--- src/rtl/vga_timing_if.sv ---
// Raster outputs of vga_timing as seen by the downstream pixel stage.
// master drives the signals (timing generator); slave consumes them (pixel stage).
interface vga_timing_if #(
    parameter int X_W = 10,
    parameter int Y_W = 10,
    parameter int F_W = 5
);
    logic [X_W-1:0] pixel_x;
    logic [Y_W-1:0] pixel_y;
    logic           line_start;
    logic           frame_start;
    logic [F_W-1:0] frame_counter;
    logic           active;
    logic           hsync;
    logic           vsync;

    modport master (
        output pixel_x, pixel_y, line_start, frame_start,
               frame_counter, active, hsync, vsync
    );

    modport slave (
        input pixel_x, pixel_y, line_start, frame_start,
              frame_counter, active, hsync, vsync
    );
endinterface

--- src/rtl/vga_timing.sv ---
// Free-running VGA raster generator: zero-latency counters and strobes, plus
// hsync/vsync/active delayed PIPE_DELAY pixel clocks to match the colour pipeline.
module vga_timing #(
    parameter int H_ACTIVE        = 640,
    parameter int H_FRONT_PORCH   = 16,
    parameter int H_SYNC_PULSE    = 96,
    parameter int H_BACK_PORCH    = 48,
    parameter int V_ACTIVE        = 480,
    parameter int V_FRONT_PORCH   = 10,
    parameter int V_SYNC_PULSE    = 2,
    parameter int V_BACK_PORCH    = 33,
    parameter bit SYNC_ACTIVE_LOW = 1'b1,
    parameter int PIPE_DELAY      = 1,
    parameter int FRAME_BITS      = 5
) (
    input  logic         clk,
    input  logic         rst,
    input  logic         ce,
    vga_timing_if.master vga
);
    localparam int H_TOTAL = H_ACTIVE + H_FRONT_PORCH + H_SYNC_PULSE + H_BACK_PORCH;
    localparam int V_TOTAL = V_ACTIVE + V_FRONT_PORCH + V_SYNC_PULSE + V_BACK_PORCH;
    localparam int X_W     = $clog2(H_TOTAL);
    localparam int Y_W     = $clog2(V_TOTAL);

    // Inclusive bounds so every constant fits the counter width even with zero porches.
    localparam logic [X_W-1:0] H_LAST       = X_W'(H_TOTAL - 1);
    localparam logic [X_W-1:0] H_ACT_LAST   = X_W'(H_ACTIVE - 1);
    localparam logic [X_W-1:0] H_SYNC_FIRST = X_W'(H_ACTIVE + H_FRONT_PORCH);
    localparam logic [X_W-1:0] H_SYNC_LAST  = X_W'(H_ACTIVE + H_FRONT_PORCH + H_SYNC_PULSE - 1);
    localparam logic [Y_W-1:0] V_LAST       = Y_W'(V_TOTAL - 1);
    localparam logic [Y_W-1:0] V_ACT_LAST   = Y_W'(V_ACTIVE - 1);
    localparam logic [Y_W-1:0] V_SYNC_FIRST = Y_W'(V_ACTIVE + V_FRONT_PORCH);
    localparam logic [Y_W-1:0] V_SYNC_LAST  = Y_W'(V_ACTIVE + V_FRONT_PORCH + V_SYNC_PULSE - 1);

    if (PIPE_DELAY < 0 || PIPE_DELAY > 4) begin : g_bad_pipe_delay
        $error("vga_timing: PIPE_DELAY must be in 0..4");
    end

    logic [X_W-1:0]        x_q, x_d;
    logic [Y_W-1:0]        y_q, y_d;
    logic [FRAME_BITS-1:0] frame_q, frame_d;

    always_comb begin
        x_d     = x_q;
        y_d     = y_q;
        frame_d = frame_q;
        if (ce) begin
            if (x_q == H_LAST) begin
                x_d = '0;
                if (y_q == V_LAST) begin
                    y_d     = '0;
                    frame_d = frame_q + 1'b1;
                end else begin
                    y_d = y_q + 1'b1;
                end
            end else begin
                x_d = x_q + 1'b1;
            end
        end
    end

    always_ff @(posedge clk) begin
        if (rst) begin
            x_q     <= '0;
            y_q     <= '0;
            frame_q <= '0;
        end else begin
            x_q     <= x_d;
            y_q     <= y_d;
            frame_q <= frame_d;
        end
    end

    logic h_sync_raw, v_sync_raw, active_raw;
    logic hs_lvl, vs_lvl;

    always_comb begin
        h_sync_raw = (x_q >= H_SYNC_FIRST) && (x_q <= H_SYNC_LAST);
        v_sync_raw = (y_q >= V_SYNC_FIRST) && (y_q <= V_SYNC_LAST);
        active_raw = (x_q <= H_ACT_LAST) && (y_q <= V_ACT_LAST);
        hs_lvl     = h_sync_raw ^ SYNC_ACTIVE_LOW;
        vs_lvl     = v_sync_raw ^ SYNC_ACTIVE_LOW;
    end

    assign vga.pixel_x       = x_q;
    assign vga.pixel_y       = y_q;
    assign vga.frame_counter = frame_q;
    assign vga.line_start    = ce && (x_q == '0);
    assign vga.frame_start   = ce && (x_q == '0) && (y_q == '0);

    if (PIPE_DELAY == 0) begin : g_no_pipe
        assign vga.active = active_raw;
        assign vga.hsync  = hs_lvl;
        assign vga.vsync  = vs_lvl;
    end else begin : g_pipe
        // Sync levels are stored already polarity-adjusted, so reset loads the deasserted level.
        logic [PIPE_DELAY-1:0] act_q, act_d;
        logic [PIPE_DELAY-1:0] hs_q, hs_d;
        logic [PIPE_DELAY-1:0] vs_q, vs_d;

        always_comb begin
            act_d = act_q;
            hs_d  = hs_q;
            vs_d  = vs_q;
            if (ce) begin
                act_d[0] = active_raw;
                hs_d[0]  = hs_lvl;
                vs_d[0]  = vs_lvl;
                for (int i = 1; i < PIPE_DELAY; i++) begin
                    act_d[i] = act_q[i-1];
                    hs_d[i]  = hs_q[i-1];
                    vs_d[i]  = vs_q[i-1];
                end
            end
        end

        always_ff @(posedge clk) begin
            if (rst) begin
                act_q <= '0;
                hs_q  <= {PIPE_DELAY{SYNC_ACTIVE_LOW}};
                vs_q  <= {PIPE_DELAY{SYNC_ACTIVE_LOW}};
            end else begin
                act_q <= act_d;
                hs_q  <= hs_d;
                vs_q  <= vs_d;
            end
        end

        assign vga.active = act_q[PIPE_DELAY-1];
        assign vga.hsync  = hs_q[PIPE_DELAY-1];
        assign vga.vsync  = vs_q[PIPE_DELAY-1];
    end
endmodule

--- src/flat_wrapper.sv ---
// flat-port wrapper written by rule: the top's interface ports become plain ports
module vga_timing_flat 
#(
    parameter int H_ACTIVE        = 640,
    parameter int H_FRONT_PORCH   = 16,
    parameter int H_SYNC_PULSE    = 96,
    parameter int H_BACK_PORCH    = 48,
    parameter int V_ACTIVE        = 480,
    parameter int V_FRONT_PORCH   = 10,
    parameter int V_SYNC_PULSE    = 2,
    parameter int V_BACK_PORCH    = 33,
    parameter bit SYNC_ACTIVE_LOW = 1'b1,
    parameter int PIPE_DELAY      = 1,
    parameter int FRAME_BITS      = 5
)
  (clk, rst, ce, vga_pixel_x, vga_pixel_y, vga_line_start, vga_frame_start, vga_frame_counter, vga_active, vga_hsync, vga_vsync);
  vga_timing_if #(.X_W(10), .Y_W(10), .F_W(5)) vga_i ();
  input  logic clk;
  input  logic rst;
  input  logic ce;
  output wire logic [$bits(vga_i.pixel_x)-1:0] vga_pixel_x;
  output wire logic [$bits(vga_i.pixel_y)-1:0] vga_pixel_y;
  output wire logic [$bits(vga_i.line_start)-1:0] vga_line_start;
  output wire logic [$bits(vga_i.frame_start)-1:0] vga_frame_start;
  output wire logic [$bits(vga_i.frame_counter)-1:0] vga_frame_counter;
  output wire logic [$bits(vga_i.active)-1:0] vga_active;
  output wire logic [$bits(vga_i.hsync)-1:0] vga_hsync;
  output wire logic [$bits(vga_i.vsync)-1:0] vga_vsync;
  assign vga_pixel_x = vga_i.pixel_x;
  assign vga_pixel_y = vga_i.pixel_y;
  assign vga_line_start = vga_i.line_start;
  assign vga_frame_start = vga_i.frame_start;
  assign vga_frame_counter = vga_i.frame_counter;
  assign vga_active = vga_i.active;
  assign vga_hsync = vga_i.hsync;
  assign vga_vsync = vga_i.vsync;
  vga_timing #(.H_ACTIVE(H_ACTIVE), .H_FRONT_PORCH(H_FRONT_PORCH), .H_SYNC_PULSE(H_SYNC_PULSE), .H_BACK_PORCH(H_BACK_PORCH), .V_ACTIVE(V_ACTIVE), .V_FRONT_PORCH(V_FRONT_PORCH), .V_SYNC_PULSE(V_SYNC_PULSE), .V_BACK_PORCH(V_BACK_PORCH), .SYNC_ACTIVE_LOW(SYNC_ACTIVE_LOW), .PIPE_DELAY(PIPE_DELAY), .FRAME_BITS(FRAME_BITS)) u_core (.clk(clk), .rst(rst), .ce(ce), .vga(vga_i));
endmodule
--- config.mk ---
export PLATFORM = sky130hd
export DESIGN_NAME = vga_timing_flat
export DESIGN_NICKNAME = d
export VERILOG_FILES = /design/src/rtl/vga_timing_if.sv /design/src/rtl/vga_timing.sv /design/src/flat_wrapper.sv
export SDC_FILE = /design/constraint.sdc
export NUM_CORES = 1
export LEC_CHECK = 0
export ABC_AREA = 1
export CORE_ASPECT_RATIO = 1.1
export CORE_MARGIN = 2
export CORE_UTILIZATION = 35
export CTS_CLUSTER_SIZE = 30
export DETAILED_ROUTE_END_ITERATION = 12
export HOLD_SLACK_MARGIN = 0.15
export PLACE_DENSITY_LB_ADDON = 0.3
export SLEW_MARGIN = 10
export SYNTH_ARGS = -nofsm -noshare
export SYNTH_HDL_FRONTEND = slang
export SYNTH_SLANG_ARGS = --single-unit
--- constraint.sdc ---
create_clock -name clk -period 4 [get_ports clk]
set_clock_uncertainty 0.15 [all_clocks]
set_input_delay 0.8 -clock clk [delete_from_list [all_inputs] [get_ports clk]]
set_output_delay 0.8 -clock clk [all_outputs]
set_load 0.01 [all_outputs]
==> metrics.cfg, run 1 <==
[sta]
maxSlewHeadroom=0.7428
finalSetupTns_ps=0
min_period_ps=3454
hold_violations=0
setup_viol=0
worst_pin_slew_ps=384.6
max_freq_ghz=0.2895
fin_crit_sh=0.8635
rsz0062_at_grt=false
slew_viol_final=0

[clocking]
clock_latency_ps=280
cts.sinks=28
cts.clk_slew.worst_paths_ps=90
cts_tree=done
ctsHtreeMaxLevel=1
cts_buffer_depth=2
numCtsBuffers=3
cts_setup_buffers=0
hold_buffers=0
cts_resized=0
cts-root-buf=clkbuf_8

[pwr]
p_leak_nw=0.8225
seqPwrFrac=0.568
p_sw_uw=113.5
switching_share=0.2261
power.density_mw_per_mm2=239.9
ir_drop_mv=0.1534
pwr-share-comb=0.081
pwr-share-clk=0.351
intPower_uw=388.5
design_power_total_uw=502.0

[synthesis]
synth_commonest_cells=40 x nor2_1, 39 x nand2_1, 29 x inv_1, 28 x dfxtp_1, 19 x nand3_1
synth_most_common_cell=nor2_1
synth_top_area_frac=0.3373
netlist_area_mm2=0.001662
yosysSeqAreaShare=0.3373
synth_edf_count=0
synth_area_leader_cell=dfxtp_1
ys.flop_type=dfxtp_1
syn-num-nets=248
ys_warn_count=0
netlist_instances=239
async_flop_share=0
ys_top_cells_by_area=dfxtp_1 34%, nor2_1 9.0%, nand2_1 8.8%, inv_1 6.6%, nand3_1 5.7%
synth-seq-cells=28
ys_types=29
synth.avg_cell_area_um2=6.952

[worst_hold_path]
hold-path-endpoint=u_core.vga.pixel_x[0]
whs_path_depth=2
min_from=u_core.vga.pixel_x[0]
hold_path.class=register to register

[worst_setup_path]
r2r_slack_ps=2280
worstPathMaxFanout=10
r2r-start=u_core.vga.pixel_y[0]
crit_arrival_ps=2500
worst_ep_required_time_ps=3050
r2r-end=u_core.vga.pixel_y[9]
path_class=input pin to output pin
cp-end-kind=output pin
worstSetupStartpointType=input pin
reg2regPathDepth=11

[global_route]
track_usage=0.1552
grt_pass1_vias=1497
grt-ovfl-total=0
grt_pass1_wl_um=6699
antenna_found_initial=0
grt_max_degree=16

[place]
portBuffers=32
post-dp-hpwl_um=3048
gp_congestion=0.8301
placed_cell_area_mm2=0.002037
placed_cells=325

[floorplan]
core_area_mm2=0.004619
ioPinCount=33
die_area_mm2=0.005315
start_util=0.3597
rows=26
die_width_um=69.70
die_y_um=76.27

[route]
wirelength_um=3828
antenna_left=0
drt_iter0_drc=72
drc_errors=0
num_vias=1565
drt_pass1_iterations=4
post_drt_via_cell_ratio=4.757
routedWlPerCell_um=11.64

[final_layout]
nets=283
final_area_mm2=0.002092
drive_gt1_frac=0.09890
fin_cells=329
area_growth_pct=25.90
antennaDiodeCount=0

[outcome]
status=complete, no violations

[flow_run]
cap_violations=0

-- per-stage QoR --
stage / hold WS (ps) / setup WS (ps) / util
2_1_floorplan: 354.8 / 1526 / -
3_3_place_gp: 318.1 / 548.6 / 0.4410
3_5_place_dp: 326.4 / 535.7 / 0.4410
4_1_cts: 351.3 / 528.3 / 0.4529
5_1_grt: 401.8 / 442.1 / 0.4529
6_report: 352.7 / 546.1 / 0.4529
-- flip-flops by register name, indices dropped and copies added (netlist names) --
register	count
u_core.vga.vsync	1
u_core.vga.pixel_y	10
u_core.vga.active	1
u_core.vga.pixel_x	10
u_core.vga.frame_counter	5
u_core.vga.hsync	1
-- layer usage --
layer  global-route usage  part of all wire  vias up  wire length, um
li1                     -                 -      838                -
met1               0.1909              0.47      685             1798
met2               0.2635              0.46       33             1762
met3              0.02513             0.042        9              159
met4              0.07308             0.028        0              108
met5                    0                 0        -                0
-- layout make-up --
| class | instances | area [um2] |
|---|---|---|
| sequential | 28 | 560.5 |
| clock buffer | 4 | 55.05 |
| fill | 497 | 2527 |
| timing repair buffer | 33 | 327.8 |
| multi-input combinational | 173 | 942.2 |
| tap | 56 | 70.07 |
| inverter | 35 | 136.4 |
-- worst max path at each step --
stage | startpoint | to | cells after the start
floorplan | ce | vga_frame_start | 5
global placement | ce | vga_frame_start | 6
detailed placement | ce | vga_frame_start | 6
CTS | ce | vga_frame_start | 6
global route | ce | vga_frame_start | 6
finish | ce | vga_frame_start | 6
-- placed cells by master (no fill, tap or decap), types with 2 or more instances in the layout --
master,instances
nor3_1,8
xnor2_1,2
nand4_1,9
nor3_2,2
nor2_4,2
nand3_1,19
a21oi_1,14
xor2_1,6
clkdlybuf4s50_1,32
clkbuf_8,4
ha_1,6
o21ai_0,11
dfxtp_1,28
nand2_2,3
nor2_1,40
nor3_4,2
nand2_1,39
inv_1,29
inv_2,5
nor2_2,3
-- power groups by stage --
stage,registers [mW],clock network [mW],logic [mW]
floorplan,0.293,0,0.0219
global placement,0.292,0,0.0407
detailed placement,0.292,0,0.0410
CTS,0.285,0.184,0.0413
global route,0.286,0.195,0.0452
finish,0.285,0.176,0.0407
-- cells by family after synthesis --
group	synth area share
compound gates	0.08359
simple gates	0.3961
flops	0.3374
fa+ha+maj	0.04518
buf+inv	0.09563
xor+xnor	0.04217
-- worst max-delay path, stage by stage --
cell and delay (ps):
clkdlybuf4s50_1 550, inv_6 90, nor3_4 170, nand4_1 160, nor3_1 160, clkdlybuf4s50_1 560
Power figures use the tool's default switching activity.
==> inputs of run 2 (changes only) <==
--- a/config.mk
+++ b/config.mk
@@ -8,7 +8,7 @@
 export ABC_AREA = 1
 export CORE_ASPECT_RATIO = 1.1
 export CORE_MARGIN = 2
-export CORE_UTILIZATION = 35
+export CORE_UTILIZATION = 55
 export CTS_CLUSTER_SIZE = 30
 export DETAILED_ROUTE_END_ITERATION = 12
 export HOLD_SLACK_MARGIN = 0.15
==> metrics.cfg, run 2 (synthesized netlist as in run 1, its figures left out) <==
[global_route]
grt_max_degree=15  ; -1
antenna_found_initial=0  ; unchanged
grt-ovfl-total=0  ; unchanged
grt_pass1_vias=1448  ; -3.3%
grt_pass1_wl_um=6251  ; -6.7%
track_usage=0.2307  ; +0.07549

[worst_setup_path]
worst_ep_required_time_ps=3050  ; about the same
path_class=input pin to output pin
critical_path_depth=6  ; unchanged
crit_chain=clkdlybuf4s50_1 -> inv_6 -> nor3_4 -> nand4_1 -> nor3_1 -> clkdlybuf4s50_1
worst-path-buf-inv=3  ; unchanged
r2r-end=u_core.vga.pixel_y[7]
cp_common_cell=clkdlybuf4s50_1
r2r_slack_ps=2260  ; -20 ps
cp-end-kind=output pin
worstSetupStartpointType=input pin
crit_slowest_cell=clkdlybuf4s50_1
worstSetupStartpoint=ce
worstPathMaxFanout=10  ; unchanged
crit_path_end=vga_frame_start
critPathTopFamily=buffers and inverters
max_stage_delay_ps=560  ; about the same
reg2regPathDepth=8  ; -3
crit_arrival_ps=2480  ; -20 ps
r2r-start=u_core.vga.pixel_x[1]

[place]
placed_cells=302  ; -7.1%
gp_congestion=0.9274  ; +12%
post-dp-hpwl_um=2992  ; -1.9%
placed_cell_area_mm2=0.002008  ; -1.4%
portBuffers=32  ; unchanged

[route]
num_vias=1652  ; +5.6%
drt_pass1_iterations=4  ; unchanged
post_drt_via_cell_ratio=5.416  ; +14%
drt_iter0_drc=40  ; -44%
routedWlPerCell_um=12.49  ; +7.3%
wirelength_um=3809  ; -0.50%
antenna_left=0  ; unchanged
drc_errors=0  ; unchanged

[sta]
finalSetupTns_ps=0  ; unchanged
min_period_ps=3426  ; -27.62 ps
worst_pin_slew_ps=366.9  ; -17.72 ps
fin_crit_sh=0.8566  ; -0.006905
hold_violations=0  ; unchanged
max_freq_ghz=0.2919  ; +0.81%
maxSlewHeadroom=0.7546  ; +0.01185
setup_viol=0  ; unchanged
rsz0062_at_grt=false
slew_viol_final=0  ; unchanged

[pwr]
power.density_mw_per_mm2=217.9  ; -9.2%
p_leak_nw=0.8075  ; -1.8%
ir_drop_mv=0.1828  ; +19%

[final_layout]
area_growth_pct=22.21
regArea_um2=560.5  ; unchanged
drive_gt1_frac=0.09559  ; -0.003313
nets=283  ; unchanged
multi_input_area_um2=942.2  ; unchanged
nFillCells=247  ; -50%
fin_cells=305  ; -7.3%
layout.cells.most_common=nor2_1
mostFrequentLayoutCells=40 x nor2_1, 39 x nand2_1, 32 x clkdlybuf4s50_1, 29 x inv_1, 28 x dfxtp_1
antennaDiodeCount=0  ; unchanged
final_area_mm2=0.002031  ; -2.9%

[clocking]
cts-root-buf=clkbuf_4
clock_latency_ps=330  ; +50 ps
cts.sinks=28  ; unchanged
cts.clk_slew.worst_paths_ps=140  ; +50 ps
cts_resized=0  ; unchanged
numCtsBuffers=3  ; unchanged
ctsHtreeMaxLevel=1  ; unchanged
hold_buffers=0  ; unchanged
cts_buffer_depth=2  ; unchanged
cts_tree=done
cts_setup_buffers=0  ; unchanged

[worst_hold_path]
hold_path.class=register to register

[floorplan]
start_util=0.5876  ; +0.2279
die_area_mm2=0.003477  ; -35%
ioPinCount=33  ; unchanged
rows=20  ; -23%
die_width_um=56.41  ; -19%
core_area_mm2=0.002828  ; -39%
die_y_um=61.65  ; -19%

[flow_run]
cap_violations=0  ; unchanged

[outcome]
status=complete, no violations

==> run 2: cell count changes in the layout (fill, tap and decap cells not counted), sizes merged <==
cell | previous run | this run
clkbuf | 4 | 3
==> run 2: power by group <==
part	leakage (nW)	switching [mW]	internal, mW
combinational	0.567	0.0223	0.0181
clock	0.0138	0.0812	0.0354
sequential	0.227	0.00298	0.283
total	0.808	0.106	0.336
==> run 2: tightest hold or removal path: stages, from the launching register on <==
cell and delay (ps):
dfxtp_1 360, a21oi_1 70, nand2_1 60
==> run 2: worst min-delay path by stage <==
stage	startpoint	endpoint	slack, ps	cells after the start
2_1_floorplan	u_core.vga.pixel_y[8]	u_core.vga.pixel_y[8]	350	2
3_3_place_gp	u_core.vga.hsync	u_core.vga.hsync	310	2
3_5_place_dp	u_core.vga.hsync	u_core.vga.hsync	330	2
4_1_cts	u_core.vga.hsync	u_core.vga.hsync	360	2
5_1_grt	u_core.vga.pixel_x[0]	u_core.vga.pixel_x[0]	400	2
6_report	u_core.vga.hsync	u_core.vga.hsync	350	2
==> run 2: cell type report <==
cell class | instances | share of cell area
clock buffers | 3 | 0.01109
inverters | 35 | 0.06716
multi-input cells | 173 | 0.4640
flip-flops and latches | 28 | 0.2760
well taps | 33 | 0.02033
repair buffers | 33 | 0.1614
==> run 2: layer usage <==
layer  global-route usage  vias up  routed length (um)
met1               0.2745      749                1625
met4               0.1020        0                  99
li1                     -      839                   -
met3              0.02941       11                 198
met2               0.4252       53                1886
met5                    0        -                   0
==> run 2: metrics by stage <==
| step | setup WS, ps | hold slack (ps) | util | power [mW] |
|---|---|---|---|---|
| 2_1_floorplan | 1526 | 354.8 | - | 0.3146 |
| 3_3_place_gp | 595.6 | 314.8 | 0.7102 | 0.3309 |
| 3_5_place_dp | 566.7 | 327.4 | 0.7102 | 0.3322 |
| 4_1_cts | 563.6 | 360.8 | 0.7181 | 0.4415 |
| 5_1_grt | 480.3 | 399.9 | 0.7181 | 0.4620 |
| 6_report | 573.7 | 353.7 | 0.7181 | 0.4426 |
==> inputs of run 3 (changes only) <==
--- a/config.mk
+++ b/config.mk
@@ -13,6 +13,7 @@
 export DETAILED_ROUTE_END_ITERATION = 12
 export HOLD_SLACK_MARGIN = 0.15
 export PLACE_DENSITY_LB_ADDON = 0.3
+export REMOVE_ABC_BUFFERS = 1
 export SLEW_MARGIN = 10
 export SYNTH_ARGS = -nofsm -noshare
 export SYNTH_HDL_FRONTEND = slang
==> metrics.cfg, run 3 (synthesized netlist as in run 1, its figures left out) <==
[clocking]
cts.sinks=28  ; unchanged
clock_latency_ps=340  ; about the same
cts.clk_slew.worst_paths_ps=160  ; +20 ps
cts_tree=done
numCtsBuffers=3  ; unchanged
cts_resized=0  ; unchanged
ctsHtreeMaxLevel=1  ; unchanged
cts_setup_buffers=0  ; unchanged
cts-root-buf=clkbuf_4
hold_buffers=0  ; unchanged
cts_buffer_depth=2  ; unchanged

[final_layout]
mostFrequentLayoutCells=40 x nor2_1, 39 x nand2_1, 32 x clkdlybuf4s50_1, 29 x inv_1, 28 x dfxtp_1
area_growth_pct=24.02
postLayoutCoreUtil=0.7288  ; +0.01062
nets=283  ; unchanged
fin_cells=306  ; +0.33%
layout.cells.most_common=nor2_1
multi_input_area_um2=942.2  ; unchanged
final_area_mm2=0.002061  ; +1.5%
drive_gt1_frac=0.09890  ; +0.003313
nFillCells=241  ; -2.4%
regArea_um2=560.5  ; unchanged
antennaDiodeCount=0  ; unchanged

[place]
placed_cells=302  ; unchanged
post-dp-hpwl_um=2918  ; -2.5%
gp_congestion=0.8600  ; -7.3%
portBuffers=32  ; unchanged
pre_cts_ws_ps=507.8  ; -58.94 ps
placed_cell_area_mm2=0.002008  ; unchanged

[global_route]
grt_pass1_vias=1478  ; +2.1%
grt_pass1_wl_um=6306  ; +0.88%
grt_max_degree=17  ; +2
grt-ovfl-total=0  ; unchanged
antenna_found_initial=0  ; unchanged
track_usage=0.2317  ; +0.001009

[floorplan]
core_area_mm2=0.002828  ; unchanged
ioPinCount=33  ; unchanged
rows=20  ; unchanged
die_area_mm2=0.003477  ; unchanged
die_y_um=61.65  ; unchanged
die_width_um=56.41  ; unchanged
start_util=0.5876  ; unchanged

[sta]
fin_ws_ps=486.2  ; -87.53 ps
hold_ws_ps=341.8  ; -11.88 ps
maxSlewHeadroom=0.7567  ; +0.002027
fin_crit_sh=0.8785  ; +0.02188
worst_pin_slew_ps=363.9  ; -3.032 ps
min_period_ps=3514  ; +87.53 ps
setup_viol=0  ; unchanged
slew_viol_final=0  ; unchanged
hold_violations=0  ; unchanged
finalSetupTns_ps=0  ; unchanged
rsz0062_at_grt=false
max_freq_ghz=0.2846  ; -2.5%

[route]
wirelength_um=3757  ; -1.4%
num_vias=1640  ; -0.73%
drt_iter0_drc=56  ; +40%
routedWlPerCell_um=12.28  ; -1.7%
drt_pass1_iterations=4  ; unchanged
post_drt_via_cell_ratio=5.359  ; -1.1%
antenna_left=0  ; unchanged
drc_errors=0  ; unchanged

[flow_run]
cap_violations=0  ; unchanged

[worst_setup_path]
worstPathMaxFanout=10  ; unchanged
r2r_slack_ps=2270  ; about the same
crit_chain=clkdlybuf4s50_1 -> inv_6 -> nor3_4 -> nand4_1 -> nor3_1 -> clkdlybuf4s50_1
cp_common_cell=clkdlybuf4s50_1
worst_ep_required_time_ps=3050  ; about the same
reg2regPathDepth=8  ; unchanged
max_stage_delay_ps=570  ; about the same
crit_arrival_ps=2560  ; +80 ps
crit_slowest_cell=clkdlybuf4s50_1
critPathTopFamily=buffers and inverters
worstSetupStartpointType=input pin
r2r-end=u_core.vga.pixel_y[7]
cp-end-kind=output pin
path_class=input pin to output pin
r2r-start=u_core.vga.pixel_x[0]
worst-path-buf-inv=3  ; unchanged

[worst_hold_path]
min_from=u_core.vga.hsync
whs_path_depth=2  ; unchanged
hold-path-endpoint=u_core.vga.hsync
hold_path.class=register to register

[pwr]
design_power_total_uw=514.4  ; +16%
ir_drop_mv=0.1959  ; +7.2%
power.density_mw_per_mm2=249.6  ; +15%
p_leak_nw=0.8216  ; +1.8%

[outcome]
status=complete, no violations

run 3: cell count changes in the layout (fill, tap and decap cells not counted):
| cell | before | now |
|---|---|---|
| bufinv_16 | 0 | 1 |
run 3: layout make-up:
type | count | share of cell area
Multi-Input combinational cell | 173 | 0.4572
Sequential cell | 28 | 0.2720
Inverter | 35 | 0.06618
Clock buffer | 3 | 0.01093
Tap cell | 33 | 0.02004
Clock inverter | 1 | 0.01457
Timing Repair Buffer | 33 | 0.1591
run 3: worst reg2reg max path, stage by stage, from the launching register on:
cell     delay, ps
dfxtp_1        410
ha_1           220
nand3_1        110
inv_2          150
nand4_2        160
nor2_2         180
inv_1          110
nand2_1         70
a21oi_1         60
run 3: worst max path at each step:
stage / start / end / slack [ps] / cells past startpoint
after floorplan: ce / vga_frame_start / 1660 / 4
after global placement: ce / vga_frame_start / 570 / 6
after detailed placement: ce / vga_frame_start / 510 / 6
after CTS: ce / vga_frame_start / 480 / 6
after global routing: ce / vga_frame_start / 360 / 6
final: ce / vga_frame_start / 490 / 6
run 3: power breakdown:
part	leakage [nW]	internal [mW]	total [mW]	switching [mW]
clock network	0.0279	0.101	0.188	0.0866
logic	0.567	0.0182	0.0410	0.0228
registers	0.227	0.283	0.285	0.00279
run 3: per-layer routing:
metal	share of wire	global-route usage	vias up	wire, um
met1	0.46	0.2968	735	1722
met3	0.056	0.03992	11	211
li1	-	-	840	-
met2	0.46	0.3916	54	1733
met5	0	0	-	0
met4	0.024	0.1020	0	89
==> edit (config.mk and constraints of run 1) <==
`x_q` no longer has a reset.
--- a/src/rtl/vga_timing.sv
+++ b/src/rtl/vga_timing.sv
@@ -63,12 +63,14 @@
     always_ff @(posedge clk) begin
         if (rst) begin
-            x_q     <= '0;
             y_q     <= '0;
             frame_q <= '0;
         end else begin
-            x_q     <= x_d;
             y_q     <= y_d;
             frame_q <= frame_d;
         end
+    end
+
+    always_ff @(posedge clk) begin
+        x_q <= x_d;
     end
 
Check against the original RTL: not equivalent (Yosys sat finds a counterexample within 4 cycles, from zero or initial values and one cycle with rst high).
==> edit against run 1 <==
First-iteration DRC count is 14% higher; utilization is 0.27 points lower; setup slack better by 130 ps; count of clock-buffer cells in the layout is 1 lower; sequential cell count stayed put; power is 9.2% higher; synthesized area is 0.38% higher; cell area is 0.60% lower; wire length is 1.3% lower; final cell count is 4.3% lower.
==> edit: results (changes against run 1) <==
** Synthesis
- Adder-cell share of the synthesized area :: 4.50% (was 4.52%)
- Share of the yosys chip area belonging to registers :: 39.6% (was 33.7%)
- Compound-gate portion of the synthesized area :: 8.18% (was 8.36%)
- Area contributors post-synth: dfxtp_1, edfxtp_1, nand2_1, nor2_1, inv_1 (was dfxtp_1, nor2_1, nand2_1, inv_1, nand3_1).
- Most frequent cells after synthesis :: nand2_1, nor2_1, inv_1, dfxtp_1, a21oi_1 (was nor2_1, nand2_1, inv_1, dfxtp_1, nand3_1)
- Number of synthesized flops with an enable pin :: 10 (was 0)
- Synthesized netlist net count :: 235 (was 248)
- Xor and xnor area share after synthesis :: 5.25% (was 4.22%)

** Hold path
- The startpoint of the most critical hold path is u_core.vga.hsync (was u_core.vga.pixel_x[0]).
- The worst min-delay path endpoint is u_core.vga.hsync (was u_core.vga.pixel_x[0]).

** GRT
- The wire length of the first global-routing pass was 6470 um (was 6700 um).
- GRT Util Overall :: 14.9% (was 15.5%)
- The maximum number of pins on one net before global-route repair is 21 (was 16).

** Placement
- The placed instance area came to 0.00203 mm2 (was 0.00204 mm2).
- Sum of net half-perimeters after detailed placement :: 2880 um (was 3050 um)
- Routability congestion estimate :: 0.821 (was 0.830)

** Power
- Maximum VDD drop :: 0.000113 V (was 0.000153 V)
- Static leakage :: 0.838 nW (was 0.822 nW)

** Cells and area
- Fill cell total of the finished layout :: 506 (was 497)
- Final Net Count :: 269 (was 283)
- The fraction of layout instances using a drive strength above 1 came to 4.25% (was 9.89%).

** Critical path
- The capturing point of the worst reg2reg path is u_core.vga.pixel_y[0] (was u_core.vga.pixel_y[9]).
- The highest fanout seen on the critical path is 3 (was 10).
- The arrival time of data at the critical path endpoint is 2370 ps (was 2500 ps).
- The number of cell instances on the worst register-to-register path came to 8 (was 11).
- Startpoint of the most critical register-to-register path :: u_core.vga.pixel_x[0] (was u_core.vga.pixel_y[0])
- The minimum setup slack among reg-to-reg paths was 1970 ps (was 2280 ps).
- The delay of the slowest cell on the worst path was 580 ps (was 560 ps).

** Detailed routing
- Routed wire length on met3 :: 124 um (was 159 um)
- The post-detailed-route via-to-cell ratio was 4.96 (was 4.76).
- The detailed-routed wire length on met2 came to 1790 um (was 1760 um).
- The final wirelength was 3780 um (was 3830 um).
- Detailed-routing wirelength on met1 :: 1750 um (was 1800 um)
- The number of DRC markers in iteration 0 is 82 (was 72).

** Run status
- Outcome :: finished, final reports clean (unchanged)

** Timing
- Relative slew slack :: 63.4% (was 74.3%)
[edit: cell count changes in the layout (fill, tap and decap cells not counted), sizes merged, moves of 6 or more]
cell    before  now
dfxtp       28   18
edfxtp       0   10
nand2       43   51
nand3       21   15
nor2        45   34
nor3        12    6
[edit: cell type report]
class | instances | area (um2) | area share (%)
timing repair buffer | 33 | 328 | 15.8
tap | 56 | 70.1 | 3.37
multi-input combinational | 163 | 860 | 41.3
clock inverter | 1 | 3.75 | 0.181
clock buffer | 3 | 41.3 | 1.99
sequential | 28 | 661 | 31.8
inverter | 31 | 116 | 5.60
[edit: kinds of logic (layout without fill, tap and decap cells)]
kind of cell	count (synthesis)	in the layout
buffers and inverters	35	68
adders and majority gates	6	6
and+or+nand+nor	121	121
DFF	28	28
AOI/OAI and AO/OA	26	26
xor gates and xnor gates	10	10
[edit: metal layers]
| layer | GRT usage, % | up-vias |
|---|---|---|
| li1 | - | 807 |
| met5 | 0 | - |
| met3 | 1.46 | 7 |
| met4 | 7.31 | 0 |
| met1 | 19.2 | 713 |
| met2 | 24.7 | 35 |
[edit: worst max-delay path: cells and delay by family]
| kind | cells | cell delay [ps] |
|---|---|---|
| AND/OR/NAND/NOR | 3 | 440 |
| buffers and inverters | 3 | 1130 |
[edit: power by group]
group / total, mW / switching [mW] / internal (mW) / leakage [nW]
sequential: 0.324 / 0.0153 / 0.309 / 0.244
combinational: 0.0668 / 0.0347 / 0.0321 / 0.571
clock: 0.157 / 0.0880 / 0.0691 / 0.0231
[edit: stage by stage]
step           std cells  setup slack (ps)  hold slack [ps]
6_report             315               678              337
5_1_grt              315               535              388
4_1_cts              315               661              343
3_5_place_dp         311               665              317
3_3_place_gp         311               703              306
2_1_floorplan        226              1400              352
